<file path="src/rtl/simd_pkg.sv">
// Shared definitions for the SIMD register-file sequencer and its ALU.
// Latency: none (types, constants and pure functions only).
// Backpressure: not applicable.
package simd_pkg;

  // Register-file geometry defaults: 32 entries of two 8-bit lanes.
  localparam int AW_DEFAULT = 5;
  localparam int DW_DEFAULT = 16;

  // Operation codes carried on instr_op.
  localparam logic [2:0] OP_ADD16 = 3'd0;
  localparam logic [2:0] OP_ADD8  = 3'd1;
  localparam logic [2:0] OP_SUB8  = 3'd2;
  localparam logic [2:0] OP_ADDS8 = 3'd3;
  localparam logic [2:0] OP_MAX8  = 3'd4;
  localparam logic [2:0] OP_AND   = 3'd5;
  localparam logic [2:0] OP_OR    = 3'd6;
  localparam logic [2:0] OP_XOR   = 3'd7;

  // Sequencer FSM encoding.
  typedef enum logic [1:0] {
    ST_IDLE  = 2'd0,
    ST_READ  = 2'd1,
    ST_EXEC  = 2'd2,
    ST_WRITE = 2'd3
  } state_t;

  // Unsigned 8-bit add that clamps at 0xFF instead of wrapping.
  function automatic logic [7:0] sat_add8(input logic [7:0] x, input logic [7:0] y);
    logic [8:0] s;
    s = {1'b0, x} + {1'b0, y};
    return s[8] ? 8'hFF : s[7:0];
  endfunction

  // Unsigned 8-bit maximum.
  function automatic logic [7:0] max8(input logic [7:0] x, input logic [7:0] y);
    return (x > y) ? x : y;
  endfunction

endpackage

</file>
<file path="src/rtl/simd_alu16.sv">
// Two-lane 8-bit / one-lane 16-bit SIMD ALU selected by op.
// Latency: purely combinational, result valid in the same cycle as inputs.
// Backpressure: none; the caller decides when to sample y.
module simd_alu16
  import simd_pkg::*;
(
  input  logic [2:0]            op,
  input  logic [DW_DEFAULT-1:0] a,
  input  logic [DW_DEFAULT-1:0] b,
  output logic [DW_DEFAULT-1:0] y
);

  logic [7:0] a_hi, a_lo, b_hi, b_lo;

  assign a_hi = a[15:8];
  assign a_lo = a[7:0];
  assign b_hi = b[15:8];
  assign b_lo = b[7:0];

  // Lane ops never carry or borrow across the lane boundary.
  always_comb begin
    y = '0;
    case (op)
      OP_ADD16: y = a + b;
      OP_ADD8:  y = {8'(a_hi + b_hi), 8'(a_lo + b_lo)};
      OP_SUB8:  y = {8'(a_hi - b_hi), 8'(a_lo - b_lo)};
      OP_ADDS8: y = {sat_add8(a_hi, b_hi), sat_add8(a_lo, b_lo)};
      OP_MAX8:  y = {max8(a_hi, b_hi), max8(a_lo, b_lo)};
      OP_AND:   y = a & b;
      OP_OR:    y = a | b;
      OP_XOR:   y = a ^ b;
      default:  y = '0;
    endcase
  end

endmodule

</file>
<file path="src/rtl/simd_regfile_sequencer.sv">
// Runs one SIMD instruction at a time: read both operands, execute, write rd.
// Latency: accept -> READ -> EXEC -> WRITE, retiring 3 cycles after accept; one instruction per 4 cycles.
// Backpressure: instr_ready is low from accept until the cycle after WRITE; instr_valid is ignored while busy.
module simd_regfile_sequencer
  import simd_pkg::*;
#(
  parameter int AW = AW_DEFAULT,
  parameter int DW = DW_DEFAULT
) (
  input  logic          clk,
  input  logic          rst_n,
  input  logic          instr_valid,
  output logic          instr_ready,
  input  logic [2:0]    instr_op,
  input  logic [AW-1:0] instr_rs1,
  input  logic [AW-1:0] instr_rs2,
  input  logic [AW-1:0] instr_rd,
  output logic [AW-1:0] rs1,
  output logic [AW-1:0] rs2,
  output logic [AW-1:0] rd,
  output logic          rs1_rd_en,
  output logic          rs2_rd_en,
  input  logic [DW-1:0] rs1_data,
  input  logic [DW-1:0] rs2_data,
  output logic          rd_wr_en,
  output logic [DW-1:0] wr_data,
  output logic          done,
  output logic [DW-1:0] result
);

  state_t        state;
  logic [2:0]    op_q;
  logic [DW-1:0] opa_q;
  logic [DW-1:0] opb_q;
  logic [DW-1:0] alu_y;

  simd_alu16 u_alu (
    .op (op_q),
    .a  (opa_q),
    .b  (opb_q),
    .y  (alu_y)
  );

  // Write data is simply the registered result; it is only consumed in WRITE.
  assign wr_data = result;

  // Sequencer FSM; every handshake and register-file strobe is registered and
  // set one state ahead so it is asserted for exactly the state that owns it.
  always_ff @(posedge clk) begin
    if (!rst_n) begin
      state       <= ST_IDLE;
      op_q        <= '0;
      rs1         <= '0;
      rs2         <= '0;
      rd          <= '0;
      opa_q       <= '0;
      opb_q       <= '0;
      result      <= '0;
      instr_ready <= 1'b1;
      rs1_rd_en   <= 1'b0;
      rs2_rd_en   <= 1'b0;
      rd_wr_en    <= 1'b0;
      done        <= 1'b0;
    end else begin
      case (state)
        ST_IDLE: begin
          if (instr_valid) begin
            op_q        <= instr_op;
            rs1         <= instr_rs1;
            rs2         <= instr_rs2;
            rd          <= instr_rd;
            instr_ready <= 1'b0;
            rs1_rd_en   <= 1'b1;
            rs2_rd_en   <= 1'b1;
            state       <= ST_READ;
          end
        end
        ST_READ: begin
          // Register-file data is combinational on the latched addresses.
          opa_q     <= rs1_data;
          opb_q     <= rs2_data;
          rs1_rd_en <= 1'b0;
          rs2_rd_en <= 1'b0;
          state     <= ST_EXEC;
        end
        ST_EXEC: begin
          result   <= alu_y;
          // x0 is hardwired to zero, so a write there is dropped but still retires.
          rd_wr_en <= (rd != '0);
          done     <= 1'b1;
          state    <= ST_WRITE;
        end
        ST_WRITE: begin
          rd_wr_en    <= 1'b0;
          done        <= 1'b0;
          instr_ready <= 1'b1;
          state       <= ST_IDLE;
        end
        default: begin
          state <= ST_IDLE;
        end
      endcase
    end
  end

endmodule

</file>
<file path="config.mk">
export PLATFORM = sky130hd
export DESIGN_NAME = simd_regfile_sequencer
export DESIGN_NICKNAME = d
export VERILOG_FILES = /design/src/rtl/simd_pkg.sv /design/src/rtl/simd_alu16.sv /design/src/rtl/simd_regfile_sequencer.sv
export SDC_FILE = /design/constraint.sdc
export NUM_CORES = 1
export LEC_CHECK = 0
export CORE_UTILIZATION = 50
export CTS_CLUSTER_SIZE = 24
export DETAILED_ROUTE_END_ITERATION = 10
export PLACE_DENSITY = 0.77
export SLEW_MARGIN = 20
export SYNTH_ARGS = -nofsm -noshare
export SYNTH_HDL_FRONTEND = slang
export SYNTH_HIERARCHICAL = 1
export SYNTH_SLANG_ARGS = --single-unit
</file>
<file path="constraint.sdc">
create_clock -name clk -period 3.04 [get_ports clk]
set_input_delay 0.76 -clock clk [delete_from_list [all_inputs] [get_ports clk]]
set_output_delay 0.76 -clock clk [all_outputs]
set_load 0.005 [all_outputs]
</file>
# Word-level counts from Yosys, hierarchy flattened
# Cells that the tools add are included.
# Widths: inputs -> output; s select.
[totals]
in_bits = 53
latch_bits = 0
ramBits = 0
ff_bits = 72
n_memories = 0
rom_bits = 0
[classes]
div = 0
n_reduce_logical = 9
n_shift = 0
n_addsub = 7
n_mux = 13
n_eq_ne = 11
multipliers = 0
bitwise_logic = 3
order_cmp = 2
[op_table]
columns = ["cell", "n"]
rows = [
  ["$pmux 16 s8", 1],
  ["$mux 8", 4],
  ["$add 8x8->9", 2],
  ["$add 16x16->16", 1],
  ["$add 8x8->8", 2],
  ["$and 16x16->16", 1],
  ["$gt 8x8->1", 2],
  ["$or 16x16->16", 1],
  ["$sub 8x8->8", 2],
  ["$xor 16x16->16", 1],
  ["$eq 3x3->1 const B", 4],
  ["$pmux 1 s2", 4],
  ["$pmux 2 s4", 1],
  ["$eq 3x2->1 const B", 2],
  ["$reduce_and 2->1", 3],
  ["$reduce_bool 2->1", 3],
  ["$reduce_bool 5->1", 1],
  ["$eq 2x2->1 const B", 2],
  ["$eq 3x1->1 const B", 1],
  ["$logic_not 3->1", 1],
  ["$eq 2x1->1 const B", 1],
  ["$logic_not 2->1", 1],
  ["$mux 1", 2],
  ["$mux 2", 1],
  ["$ne 2x2->1 const B", 1],
]

# Logic depth before layout (Yosys ltp)
# Gate-level depths: netlist (run 1).
[depth]
depth_word = 3
depth_mapped = 12
mapped_depth_nobuf = 11

# Hierarchy
# Netlist (run 1), hierarchy kept.
[modules_own_cells]
columns = ["module", "area_each_um2", "cells_per_inst", "seq_area_each_um2", "instances"]
rows = [
  ["simd_alu16", 3071.7, 435, 0.0, 1],
  ["simd_regfile_sequencer", 2736.4, 282, 1441.4, 1],
]

# Worst setup path after synthesis (run 1)
# Ideal clock, no wire load.
[synth_timing]
path_type = "register to register"
startpoint = "register opa_q[11]"
endpoint = "register result[15]"
arrival_time_ns = 2.359
synth_period_minus_slack_ns = 2.488
path_stages_with_launch = 12
path_slack_ns = 0.552
setup_time_ns = 0.129
t_required_ns = 2.911
path_cell_list = "dfxtp_1 > inv_1 > ha_1 > buf_4 > nor3_2 > o31a_1 > o31ai_4 > mux2i_1 > o311ai_1 > a211o_1 > mux2i_1 > nor2_1"
[synth_between]
elab_chain_cells = 3
word_cells_on_any_way = 8
classes_between = "add/sub (4); order compare (1); mux (3)"
[synth_lines]
columns = ["element", "line", "source"]
rows = [
  ["start: declaration", "simd_regfile_sequencer.sv:33", "logic [DW-1:0] opa_q;"],
  ["start signal: assignment", "simd_regfile_sequencer.sv:80", "opa_q <= rs1_data;"],
  ["$add 8x8->9 / $gt 8x8->1 (equally long branches)", "simd_pkg.sv:31, simd_pkg.sv:37", ""],
  ["$mux 8, on equally long branches", "simd_pkg.sv:32, simd_pkg.sv:37", ""],
  ["$pmux 16 s8 (*)", "simd_alu16.sv:23", "case (op)"],
  ["net alu_y[15]", "simd_regfile_sequencer.sv:35", "logic [DW-1:0] alu_y;"],
  ["end signal: assignment", "simd_regfile_sequencer.sv:87", "result <= alu_y;"],
  ["end: declaration", "simd_regfile_sequencer.sv:28", "output logic [DW-1:0] result"],
]
# Mark *: on every way through the listed nets, which the timed path passes. The rest lies on a longest branch.
# A chain may end at the register's enable or synchronous reset.

# Final worst setup path (run 1)
[layout_timing]
startpoint = "register opa_q[10]"
endpoint = "register result[14]"
# The elaborated chain is that of the path after synthesis.

==> results of run 1 <==
==> synthesized netlist by cell type, types with 3 or more instances <==
library cell   n
a211o_1        4
a211oi_1       3
a21o_1        10
a21oi_1       48
a221o_1        3
a221oi_1       8
a22o_1         5
a22oi_1        4
a31oi_1        8
and2_1         3
and3_1         4
buf_2         15
buf_4         21
clkbuf_1      20
dfxtp_1       72
fa_1           4
ha_1          57
inv_1         51
mux2_2         3
mux2i_1       71
nand2_1       72
nand2b_1       9
nand3_1        9
nand3b_1       4
nand4_1        3
nor2_1        75
nor2b_1        8
nor3_1         8
nor4_1         5
o211ai_1      11
o21ai_0       18
o21bai_1       3
o221ai_1       3
o22ai_1        3
o311a_1        3
o311ai_0       4
o31ai_1        6
o32ai_1        3
xnor2_1       14
xor2_1         5
==> state kept, by name (all words and copies together), names as in the netlist <==
register and count:
done 1, instr_ready 1, op_q 3, opa_q 16, opb_q 16, rd 5
rd_wr_en 1, result 16, rs1 5, rs2 5, rs2_rd_en 1, state 2
==> layout by cell type (no fill, tap or decap), types with 4 or more instances in the layout <==
cell and instances:
a22o_1 5, and3_1 4, o31ai_1 6, nand3_1 9
xnor2_1 14, clkdlybuf4s50_1 104, ha_1 55, nor2b_1 8
mux2i_1 71, dfxtp_1 72, nand2b_1 9, nor3_1 8
nor2_1 75, o211ai_1 11, nor4_1 5, clkbuf_16 9
nand2_1 72, a21o_1 10, xor2_1 5, o21ai_0 17
fa_1 4, a21oi_1 48, a211o_1 4, a22oi_1 4
nand3b_1 4, buf_4 29, a221oi_1 8, inv_1 51
a31oi_1 8
==> logic make-up (layout without fill, tap and decap cells) <==
logic type,Yosys count,after routing,synth area share [%]
simple gates,211,211,16.4
compound gates,167,167,20.1
buf+inv,113,202,9.39
mux,74,74,12.8
flops,72,72,24.8
fa+ha+maj,61,61,13.7
xor+xnor,19,19,2.87
==> power by group through the flow <==
stage	Clock (mW)	Sequential [mW]	Combinational [mW]
after floorplan	0	1.37	2.70
after global placement	0	1.43	3.66
after detailed placement	0	1.45	3.76
after CTS	1.12	1.43	3.81
after global routing	1.16	1.47	4.32
final	1.11	1.43	4.05
==> worst max path at each step <==
stage | end | slack (ns)
floorplan | result[15]$_SDFFE_PN0P_ | 0.55
global placement | result[2]$_SDFFE_PN0P_ | -0.03
detailed placement | result[2]$_SDFFE_PN0P_ | -0.09
CTS | result[2]$_SDFFE_PN0P_ | 0.01
global route | result[13]$_SDFFE_PN0P_ | 0.05
finish | result[14]$_SDFFE_PN0P_ | 0.13
==> layer usage <==
metal  vias to the layer above  global-route usage, %
li1                       2652                      -
met1                      2699                   40.8
met2                       335                   47.7
met3                        52                   8.54
met4                         0                   15.0
met5                         -                      0
==> worst max-delay path, delay by kind of cell (launching register included) <==
family	cells	cell delay, ns
AND/OR/NAND/NOR	3	0.35
buffers and inverters	1	0.08
AO/OA/AOI/OAI	3	1.01
flip-flops	1	0.38
adder cells (fa/ha/maj)	1	0.48
multiplexers	2	0.47
==> per-stage QoR <==
step	cell area [um^2]	total power, mW	std cells
after floorplan	5810	4.07	717
after global placement	6900	5.09	928
after detailed placement	6900	5.21	928
after CTS	7200	6.36	943
after global routing	7240	6.95	946
final	7240	6.59	946
==> repair_timing <==
item | 4_1_cts | 5_1_grt
pin swaps | 0 | 1
gates resized for setup | 1 | 5
buffers inserted | 0 | 3
setup endpoints to repair | 1 | 13
hold buffers | 0 | 0
cloned | 0 | 0
==> cell type report <==
class,count,area [um^2],share of cell area [%]
inverters,53,199,2.75
repair buffers,134,1280,17.7
well taps,140,175,2.42
multi-input cells,532,3840,53.0
clock buffers,13,270,3.73
clock inverters,2,37.5,0.518
flip-flops and latches,72,1440,19.9
==> flow_summary_export.csv, run 1 <==
group,metric,value,unit
sta,tightest_slew,0.733,ns
run_status,outcome,"finished, final reports clean",
sta,period_share,95.6,%
grt,antenna_found_initial,0,
finish,drive_above_1_share,8.19,%
route,antenna_left,0,
setup_path,critPathMaxStageDelay,0.55,ns
logic_synthesis,synth_nets,831,
route,drt_iter0_markers,459,
placed_design,gp_congestion,0.953,
setup_path,reg2reg_from,"opa_q[10]$_SDFFE_PN0P_",
route,drt-total-wl,18300,um
logic_synthesis,async_flop_share,0,%
logic_synthesis,yosysUniqueCellTypes,69,
sta,slew_headroom,51.1,%
finish,fin_nets,916,
grt,grt_max_degree,63,
power_and_ir_drop,pwr-share-clk,16.8,%
setup_path,worstPathCellList,"inv_1, ha_1, nor3_2, o31ai_1, mux2i_1, o221ai_1, a211oi_1, nand4_1, mux2i_1, nor2_1",
placed_design,place_ws,-0.0948,ns
floorplan,io_pins,105,
worst_hold_path,min_from,"done$_SDFFE_PN0P_",
cts,cts_root_buf,"clkbuf_16",
setup_path,crit_fanout,10,
finish,areaGrowthSynthToFinish,24.7,%
logic_synthesis,synth.top_cells.by_area,"dfxtp_1, ha_1, mux2i_1",
sta,rsz0062_at_grt,"no",
placed_design,dp_hpwl,13200,um
run,cap_violations,0,
logic_synthesis,yosysSeqAreaShare,24.8,%
sta,slew_violations,0,
sta,fin_tns_setup,0,ns
power_and_ir_drop,p_leak,2.94,nW
route,top_layer_used,"met4",
power_and_ir_drop,power.switching,2.92,mW
sta,layout_setup_ws,0.132,ns
logic_synthesis,netlist_instances,717,
worst_hold_path,hold_path_depth,1,
setup_path,r2r_slack,0.13,ns
logic_synthesis,synth_edf_count,0,
setup_path,r2r_cells,10,
logic_synthesis,yosysWarnings,6,
setup_path,slowest_stage,"o31ai_1",
route,drc_errors,0,
floorplan,initial_core_util,52.4,%
placed_design,port_buffers,104,
cts,cts_buffer_depth,2,
sta,fmax,344,MHz
setup_path,crit_type,"reg2reg",
route,vias_per_cell,6.07,
logic_synthesis,synth_area_leader_cell,"dfxtp_1",
worst_hold_path,worst_hold_path_type,"reg2reg",
power_and_ir_drop,p_int,3.67,mW
cts,clk_latency,0.34,ns
sta,min_period,2.91,ns
logic_synthesis,synthFlopType,"dfxtp_1",
logic_synthesis,ys_ff_latch,72,
grt,grt_first_pass_wirelength,28400,um
cts,clock_sinks,72,
power_and_ir_drop,power_density,910,nW/um^2
power_and_ir_drop,peakVddDrop,0.532,mV
route,wl_met3,1940,um
route,drt-pass1-iter-count,7,
grt,gr-total-overflow,0,
finish,final_core_util,65.4,%
cts,cts_buffers,9,
setup_path,cp-startpoint,"opa_q[10]$_SDFFE_PN0P_",
floorplan,die_w,110,um
floorplan,die-area,12100,um^2
finish,antenna_cells,0,
cts,cts_tree,"yes",
floorplan,fp-row-count,38,
cts,clkTransAtPathRegs,0.06,ns
sta,hold_viol,0,
route,routed-wl-met2,8150,um
grt,grt_pass1_vias,5531,
logic_synthesis,avgSynthCellArea,8.10,um^2
grt,grt_usage,31.4,%
sta,hold_slack,0.454,ns
logic_synthesis,netlist.area_leader.share,24.8,%
finish,fillers,949,
cts,h-tree-depth,3,
floorplan,dieHeight,110,um
power_and_ir_drop,combPwrFrac,61.5,%
route,wl_per_cell,19.3,um
route,via_count,5738,
power_and_ir_drop,p_sw_share,44.3,%
setup_path,setup.worst_path.end_class,"flop",
setup_path,rr_endpoint,"result[14]$_SDFFE_PN0P_",
route,m1WireLength,7650,um
logic_synthesis,synth_area,5810,um^2
sta,setup_viol_count_final,0,
setup_path,path_common_cell,"mux2i_1",
sta,clock_skew,0.00527,ns
setup_path,cp-start-kind,"flop",
worst_hold_path,min_to,"done$_SDFFE_PN0P_",
setup_path,cp.required,3.26,ns
floorplan,core-area,11100,um^2
setup_path,worstPathArrival,3.13,ns
power_and_ir_drop,pwr-share-seq,21.7,%
Power figures use the tool's default switching activity.
==> run 2: changes to the inputs <==
--- a/config.mk
+++ b/config.mk
@@ -5,10 +5,13 @@
 export SDC_FILE = /design/constraint.sdc
 export NUM_CORES = 1
 export LEC_CHECK = 0
-export CORE_UTILIZATION = 50
+export CELL_PAD_IN_SITES_DETAIL_PLACEMENT = 1
+export CELL_PAD_IN_SITES_GLOBAL_PLACEMENT = 1
+export CORE_UTILIZATION = 40
 export CTS_CLUSTER_SIZE = 24
 export DETAILED_ROUTE_END_ITERATION = 10
-export PLACE_DENSITY = 0.77
+export GPL_TIMING_DRIVEN = 0
+export PLACE_DENSITY_LB_ADDON = 0.1
 export SLEW_MARGIN = 20
 export SYNTH_ARGS = -nofsm -noshare
 export SYNTH_HDL_FRONTEND = slang
==> run 2 against run 1 <==
Against the previous run:
- hold slack lost 0.0015 ns
- clock power hardly changed
- largest power group unchanged
- combinational power increased by 5%
- count of clock-buffer cells in the layout fell by 1
- die area rose by 25%
- non-clock buffer count grew 33
- first-iteration DRC count decreased by 18%
- global-route usage shrank 2.5 points
- power grew 2.3%
- final area rose by 2.8%
- via count grew 1.2%
- largest cell class unchanged
==> flow_summary_export.csv, run 2 (synthesized netlist as in run 1, its figures left out) <==
group,metric,value,unit
sta,hold_viol,0,
worst_hold_path,min_to,"done$_SDFFE_PN0P_",
finish,drive_above_1_share,9.40,%
finish,antenna_cells,0,
placed_design,gp_congestion,0.949,
run,cap_violations,0,
floorplan,dieHeight,123,um
setup_path,worstPathArrival,3.15,ns
setup_path,cp-start-kind,"flop",
run_status,outcome,"finished, final reports clean",
setup_path,crit_fanout,5,
setup_path,r2r_cells,11,
route,drt-total-wl,21300,um
floorplan,io_pins,105,
route,antenna_left,0,
cts,cts_buffer_depth,2,
power_and_ir_drop,pwr-share-seq,21.2,%
setup_path,reg2reg_from,"opa_q[8]$_SDFFE_PN0P_",
route,wl_per_cell,20.9,um
grt,gr-total-overflow,0,
setup_path,r2r_slack,0.1,ns
cts,cts_root_buf,"clkbuf_16",
sta,min_period,2.94,ns
route,drc_errors,0,
placed_design,place_ws,-0.132,ns
worst_hold_path,hold_path_depth,1,
floorplan,core-area,14000,um^2
power_and_ir_drop,power_density,907,nW/um^2
route,via_count,5809,
worst_hold_path,worst_hold_path_type,"reg2reg",
finish,areaGrowthSynthToFinish,28.2,%
power_and_ir_drop,power.switching,3.11,mW
setup_path,setup.worst_path.end_class,"flop",
grt,grt_max_degree,13,
floorplan,fp-row-count,43,
sta,layout_setup_ws,0.0997,ns
power_and_ir_drop,p_sw_share,46.0,%
setup_path,cp.required,3.25,ns
sta,rsz0062_at_grt,"yes",
route,drt-pass1-iter-count,5,
setup_path,crit_type,"reg2reg",
placed_design,port_buffers,104,
power_and_ir_drop,pwr-share-clk,16.0,%
cts,ctsHoldBuffers,0,
placed_design,dp_hpwl,16200,um
power_and_ir_drop,combPwrFrac,62.8,%
route,drt_iter0_markers,376,
cts,clock_sinks,72,
sta,slew_headroom,37.2,%
cts,h-tree-depth,3,
cts,clk_latency,0.34,ns
sta,fmax,340,MHz
worst_hold_path,min_from,"done$_SDFFE_PN0P_",
floorplan,initial_core_util,41.4,%
sta,hold_slack,0.453,ns
sta,slew_violations,0,
floorplan,die_w,123,um
cts,clkTransAtPathRegs,0.06,ns
setup_path,rr_endpoint,"result[13]$_SDFFE_PN0P_",
grt,antenna_found_initial,0,
grt,grt_pass1_vias,5977,
power_and_ir_drop,p_int,3.64,mW
finish,mostFrequentLayoutCells,"clkdlybuf4s50_1, nor2_1, nand2_1, mux2i_1, dfxtp_1",
grt,grt_usage,28.9,%
cts,cts_tree,"yes",
sta,tightest_slew,0.940,ns
cts,cts_buffers,9,
sta,clock_skew,0.00721,ns
sta,setup_viol_count_final,0,
power_and_ir_drop,p_leak,3.02,nW
power_and_ir_drop,peakVddDrop,0.357,mV
floorplan,die-area,15000,um^2
finish,reg.largest.list,"opa_q (16), opb_q (16), result (16)",
sta,period_share,96.7,%
finish,fin_nets,949,
route,vias_per_cell,5.70,
finish,layout_commonest_cell,"clkdlybuf4s50_1",
finish,fillers,1707,
grt,grt_first_pass_wirelength,32400,um
## run 2: cell types whose count changed in the layout (fill, tap and decap cells not counted), moves of 2 or more
| cell | delta |
|---|---|
| ha_1 | +2 |
| buf_4 | -5 |
| o21ai_1 | -2 |
| clkinv_4 | +2 |
| ha_2 | -2 |
| buf_1 | +3 |
| clkbuf_8 | -3 |
| buf_2 | +15 |
| clkbuf_1 | +21 |
## run 2: timing repair
item / 4_1_cts / 5_1_grt
pin swaps: 1 / 1
resized for setup: 3 / 10
buffers inserted: 3 / 0
endpoints found under the setup margin: 4 / 12
## run 2: area by class of cell
cell class	instances	area (um^2)	area share, %
Sequential cell	72	1440	19.4
Timing Repair Buffer	107	1060	14.3
Clock inverter	4	55.1	0.739
Inverter	53	199	2.67
Clock buffer	12	236	3.18
Multi-Input combinational cell	532	3880	52.1
Tap cell	180	225	3.03
Buffer	60	347	4.66
## run 2: routing by layer
| layer | track usage, % | part of all wire, % | up-vias |
|---|---|---|---|
| met5 | 0 | 0 | - |
| met3 | 6.27 | 6.2 | 34 |
| met2 | 48.4 | 48 | 181 |
| met4 | 10.3 | 2.1 | 0 |
| met1 | 36.3 | 44 | 2878 |
| li1 | - | - | 2716 |
## run 2: critical path: stages (launching register included)
cell	delay (ns)
dfxtp_1	0.37
inv_1	0.09
ha_1	0.23
fa_1	0.43
nor3_2	0.34
o31a_1	0.23
o31ai_4	0.13
mux2i_1	0.27
o32ai_1	0.16
a211o_1	0.36
mux2i_1	0.15
nor2_1	0.05
## run 2: worst max-delay path by stage
stage	startpoint	end
after floorplan	opa_q[11]$_SDFFE_PN0P_	result[15]$_SDFFE_PN0P_
final	opa_q[8]$_SDFFE_PN0P_	result[13]$_SDFFE_PN0P_
after detailed placement	opa_q[0]$_SDFFE_PN0P_	result[2]$_SDFFE_PN0P_
after global routing	opb_q[11]$_SDFFE_PN0P_	result[13]$_SDFFE_PN0P_
after CTS	opa_q[0]$_SDFFE_PN0P_	result[2]$_SDFFE_PN0P_
after global placement	opa_q[0]$_SDFFE_PN0P_	result[2]$_SDFFE_PN0P_
## run 2: power groups by stage
stage | Clock, mW | Combinational [mW] | Sequential, mW
2_1_floorplan | 0 | 2.70 | 1.37
3_3_place_gp | 0 | 3.87 | 1.42
3_5_place_dp | 0 | 3.98 | 1.44
4_1_cts | 1.10 | 4.12 | 1.43
5_1_grt | 1.14 | 4.57 | 1.47
6_report | 1.08 | 4.24 | 1.43
## run 2: through the flow
step                      utilization (%)  setup TNS [ns]  power (mW)  instance area [um^2]  cells
after floorplan                         -               0        4.07                  5810    717
after global placement               50.4          -0.157        5.29                  7070   1001
after detailed placement             50.4          -0.290        5.43                  7080   1001
after CTS                            52.7               0        6.64                  7400   1020
after global routing                 53.0          -0.117        7.17                  7440   1020
final                                53.0               0        6.75                  7440   1020
==> run 3: changes to the inputs <==
--- a/config.mk
+++ b/config.mk
@@ -11,7 +11,7 @@
 export CTS_CLUSTER_SIZE = 24
 export DETAILED_ROUTE_END_ITERATION = 10
 export GPL_TIMING_DRIVEN = 0
-export PLACE_DENSITY_LB_ADDON = 0.1
+export PLACE_DENSITY = 0.87
 export SLEW_MARGIN = 20
 export SYNTH_ARGS = -nofsm -noshare
 export SYNTH_HDL_FRONTEND = slang
==> run 3 against run 2 <==
Against the previous run:
- power grew 3.1%
- count of clock-buffer cells in the layout fell by 2
- via count increased by 1.4%
- routed wire length increased by 5.5%
- register-to-register slack worse by 0.02 ns
- worst setup slack got worse by 0.017 ns
==> flow_summary_export.csv, run 3 (synthesized netlist as in run 1, its figures left out) <==
group,metric,value,unit
placed_design,port_buffers,104,
setup_path,setup.worst_path.end_class,"flop",
grt,grt_max_degree,14,
setup_path,crit_type,"reg2reg",
sta,hold_slack,0.462,ns
cts,cts_root_buf,"clkbuf_16",
power_and_ir_drop,power.switching,3.20,mW
grt,antenna_found_initial,1,
finish,fillers,1673,
grt,grt_usage,31.0,%
cts,clkTransAtPathRegs,0.06,ns
cts,cts_buffer_depth,2,
sta,period_share,97.3,%
power_and_ir_drop,totalPowerFinal,6.96,mW
cts,h-tree-depth,3,
floorplan,die-area,15000,um^2
run_status,outcome,"finished, final reports clean",
setup_path,critPathTopFamily,"compound AO/OA/AOI/OAI gates",
power_and_ir_drop,p_int,3.77,mW
route,drt-total-wl,22500,um
route,drt-pass1-iter-count,5,
grt,gr-total-overflow,0,
placed_design,gp_congestion,0.919,
sta,clock_skew,0.0100,ns
worst_hold_path,worst_hold_path_type,"reg2reg",
sta,setup_viol_count_final,0,
power_and_ir_drop,peakVddDrop,0.468,mV
cts,cts_tree,"yes",
sta,rsz0062_at_grt,"yes",
finish,multi_input_area,3880,um^2
sta,slew_violations,0,
sta,min_period,2.96,ns
finish,mostFrequentLayoutCells,"clkdlybuf4s50_1, nor2_1, nand2_1, mux2i_1, dfxtp_1",
route,via_count,5893,
setup_path,crit_buf_inv,2,
finish,drive_above_1_share,11.0,%
setup_path,slowest_stage,"o21ai_2",
cts,ctsHoldBuffers,0,
finish,antenna_cells,0,
placed_design,dp_hpwl,16700,um
finish,reg.largest.list,"opa_q (16), opb_q (16), result (16)",
setup_path,worstPathCellList,"inv_1, ha_1, buf_2, a21oi_1, nand2_1, o21ai_2, a21boi_0, o311ai_1, a211o_1, mux2i_1, nor2_1",
power_and_ir_drop,p_leak,3.05,nW
setup_path,worstPathArrival,3.17,ns
sta,slew_headroom,44.1,%
cts,clk_latency,0.35,ns
finish,areaGrowthSynthToFinish,29.2,%
finish,fin_nets,949,
floorplan,initial_core_util,41.4,%
sta,hold_viol,0,
run,cap_violations,0,
floorplan,fp-row-count,43,
sta,tightest_slew,0.839,ns
setup_path,cp.required,3.25,ns
power_and_ir_drop,combPwrFrac,62.0,%
floorplan,core-area,14000,um^2
route,drc_errors,0,
floorplan,dieHeight,123,um
power_and_ir_drop,pwr-share-seq,20.7,%
route,wl_per_cell,22.0,um
grt,grt_pass1_vias,6247,
cts,clock_sinks,72,
power_and_ir_drop,pwr-share-clk,17.3,%
setup_path,cp-start-kind,"flop",
cts,cts_buffers,9,
floorplan,die_w,123,um
route,vias_per_cell,5.78,
route,drt_iter0_markers,467,
setup_path,crit_fanout,10,
power_and_ir_drop,power_density,928,nW/um^2
setup_path,critPathMaxStageDelay,0.45,ns
route,antenna_left,0,
finish,ff_latch_area,1450,um^2
floorplan,io_pins,105,
finish,layout_commonest_cell,"clkdlybuf4s50_1",
sta,fmax,338,MHz
grt,grt_first_pass_wirelength,34900,um
power_and_ir_drop,p_sw_share,45.9,%
==> run 3: cell count changes in the layout (fill, tap and decap cells not counted), moves of 2 or more <==
cell,before,now
clkbuf_1,22,17
clkbuf_2,0,3
dfxtp_1,71,68
a221oi_2,0,2
dfxtp_2,1,3
==> run 3: stage by stage <==
| stage | cell area (um^2) | std cells | setup slack (ns) | utilization [%] | TNS [ns] |
|---|---|---|---|---|---|
| after floorplan | 5810 | 717 | 0.552 | - | 0 |
| after global placement | 7070 | 1001 | -0.0308 | 50.4 | -0.0508 |
| after detailed placement | 7080 | 1001 | -0.0699 | 50.4 | -0.193 |
| after CTS | 7420 | 1018 | 0.0386 | 52.9 | 0 |
| after global routing | 7500 | 1020 | -0.00708 | 53.4 | -0.00770 |
| final | 7500 | 1020 | 0.0823 | 53.4 | 0 |
==> run 3: tightest hold or removal path, stage by stage (launching register included) <==
cell,delay (ns)
dfxtp_1,0.31
nand2_1,0.05
a21oi_1,0.05
==> run 3: final timing paths <==
check                                            start                       to  slack, ns  cells after the start
worst max-delay path            opa_q[13]$_SDFFE_PN0P_  result[15]$_SDFFE_PN0P_       0.08                     11
worst min-delay path               rs1[1]$_SDFFE_PN0P_      rs1[1]$_SDFFE_PN0P_       0.46                      2
worst max register to register  opa_q[13]$_SDFFE_PN0P_  result[15]$_SDFFE_PN0P_       0.08                     11
worst min register to register     rs1[1]$_SDFFE_PN0P_      rs1[1]$_SDFFE_PN0P_       0.46                      2
==> run 3: what timing repair did <==
item                                    in CTS  in global routing
gates resized for setup                      4                 20
buffers inserted                             1                  2
endpoints found under the setup margin       5                 11
pin swaps                                    2                  2
==> run 3: layer usage <==
layer  up-vias  part of all wire, %  track usage, %
li1       2721                    -               -
met1      2855                   42            38.2
met2       250                   49            52.6
met3        65                  6.6            5.44
met4         2                  3.1            13.2
met5         -                0.058               0
==> run 3: area by class of cell <==
cell class	count	share of cell area [%]
buffer	60	4.70
clock buffer	10	3.19
tap	180	3.00
inverter	53	2.65
timing repair buffer	107	14.2
multi-input combinational	532	51.8
clock inverter	6	1.22
sequential	72	19.3
==> run 3: power by group through the flow <==
| stage | Combinational (mW) | Sequential, mW | Clock, mW |
|---|---|---|---|
| after CTS | 4.11 | 1.43 | 1.22 |
| after global routing | 4.62 | 1.47 | 1.25 |
| after floorplan | 2.70 | 1.37 | 0 |
| after global placement | 3.86 | 1.42 | 0 |
| final | 4.32 | 1.44 | 1.20 |
| after detailed placement | 4.00 | 1.45 | 0 |
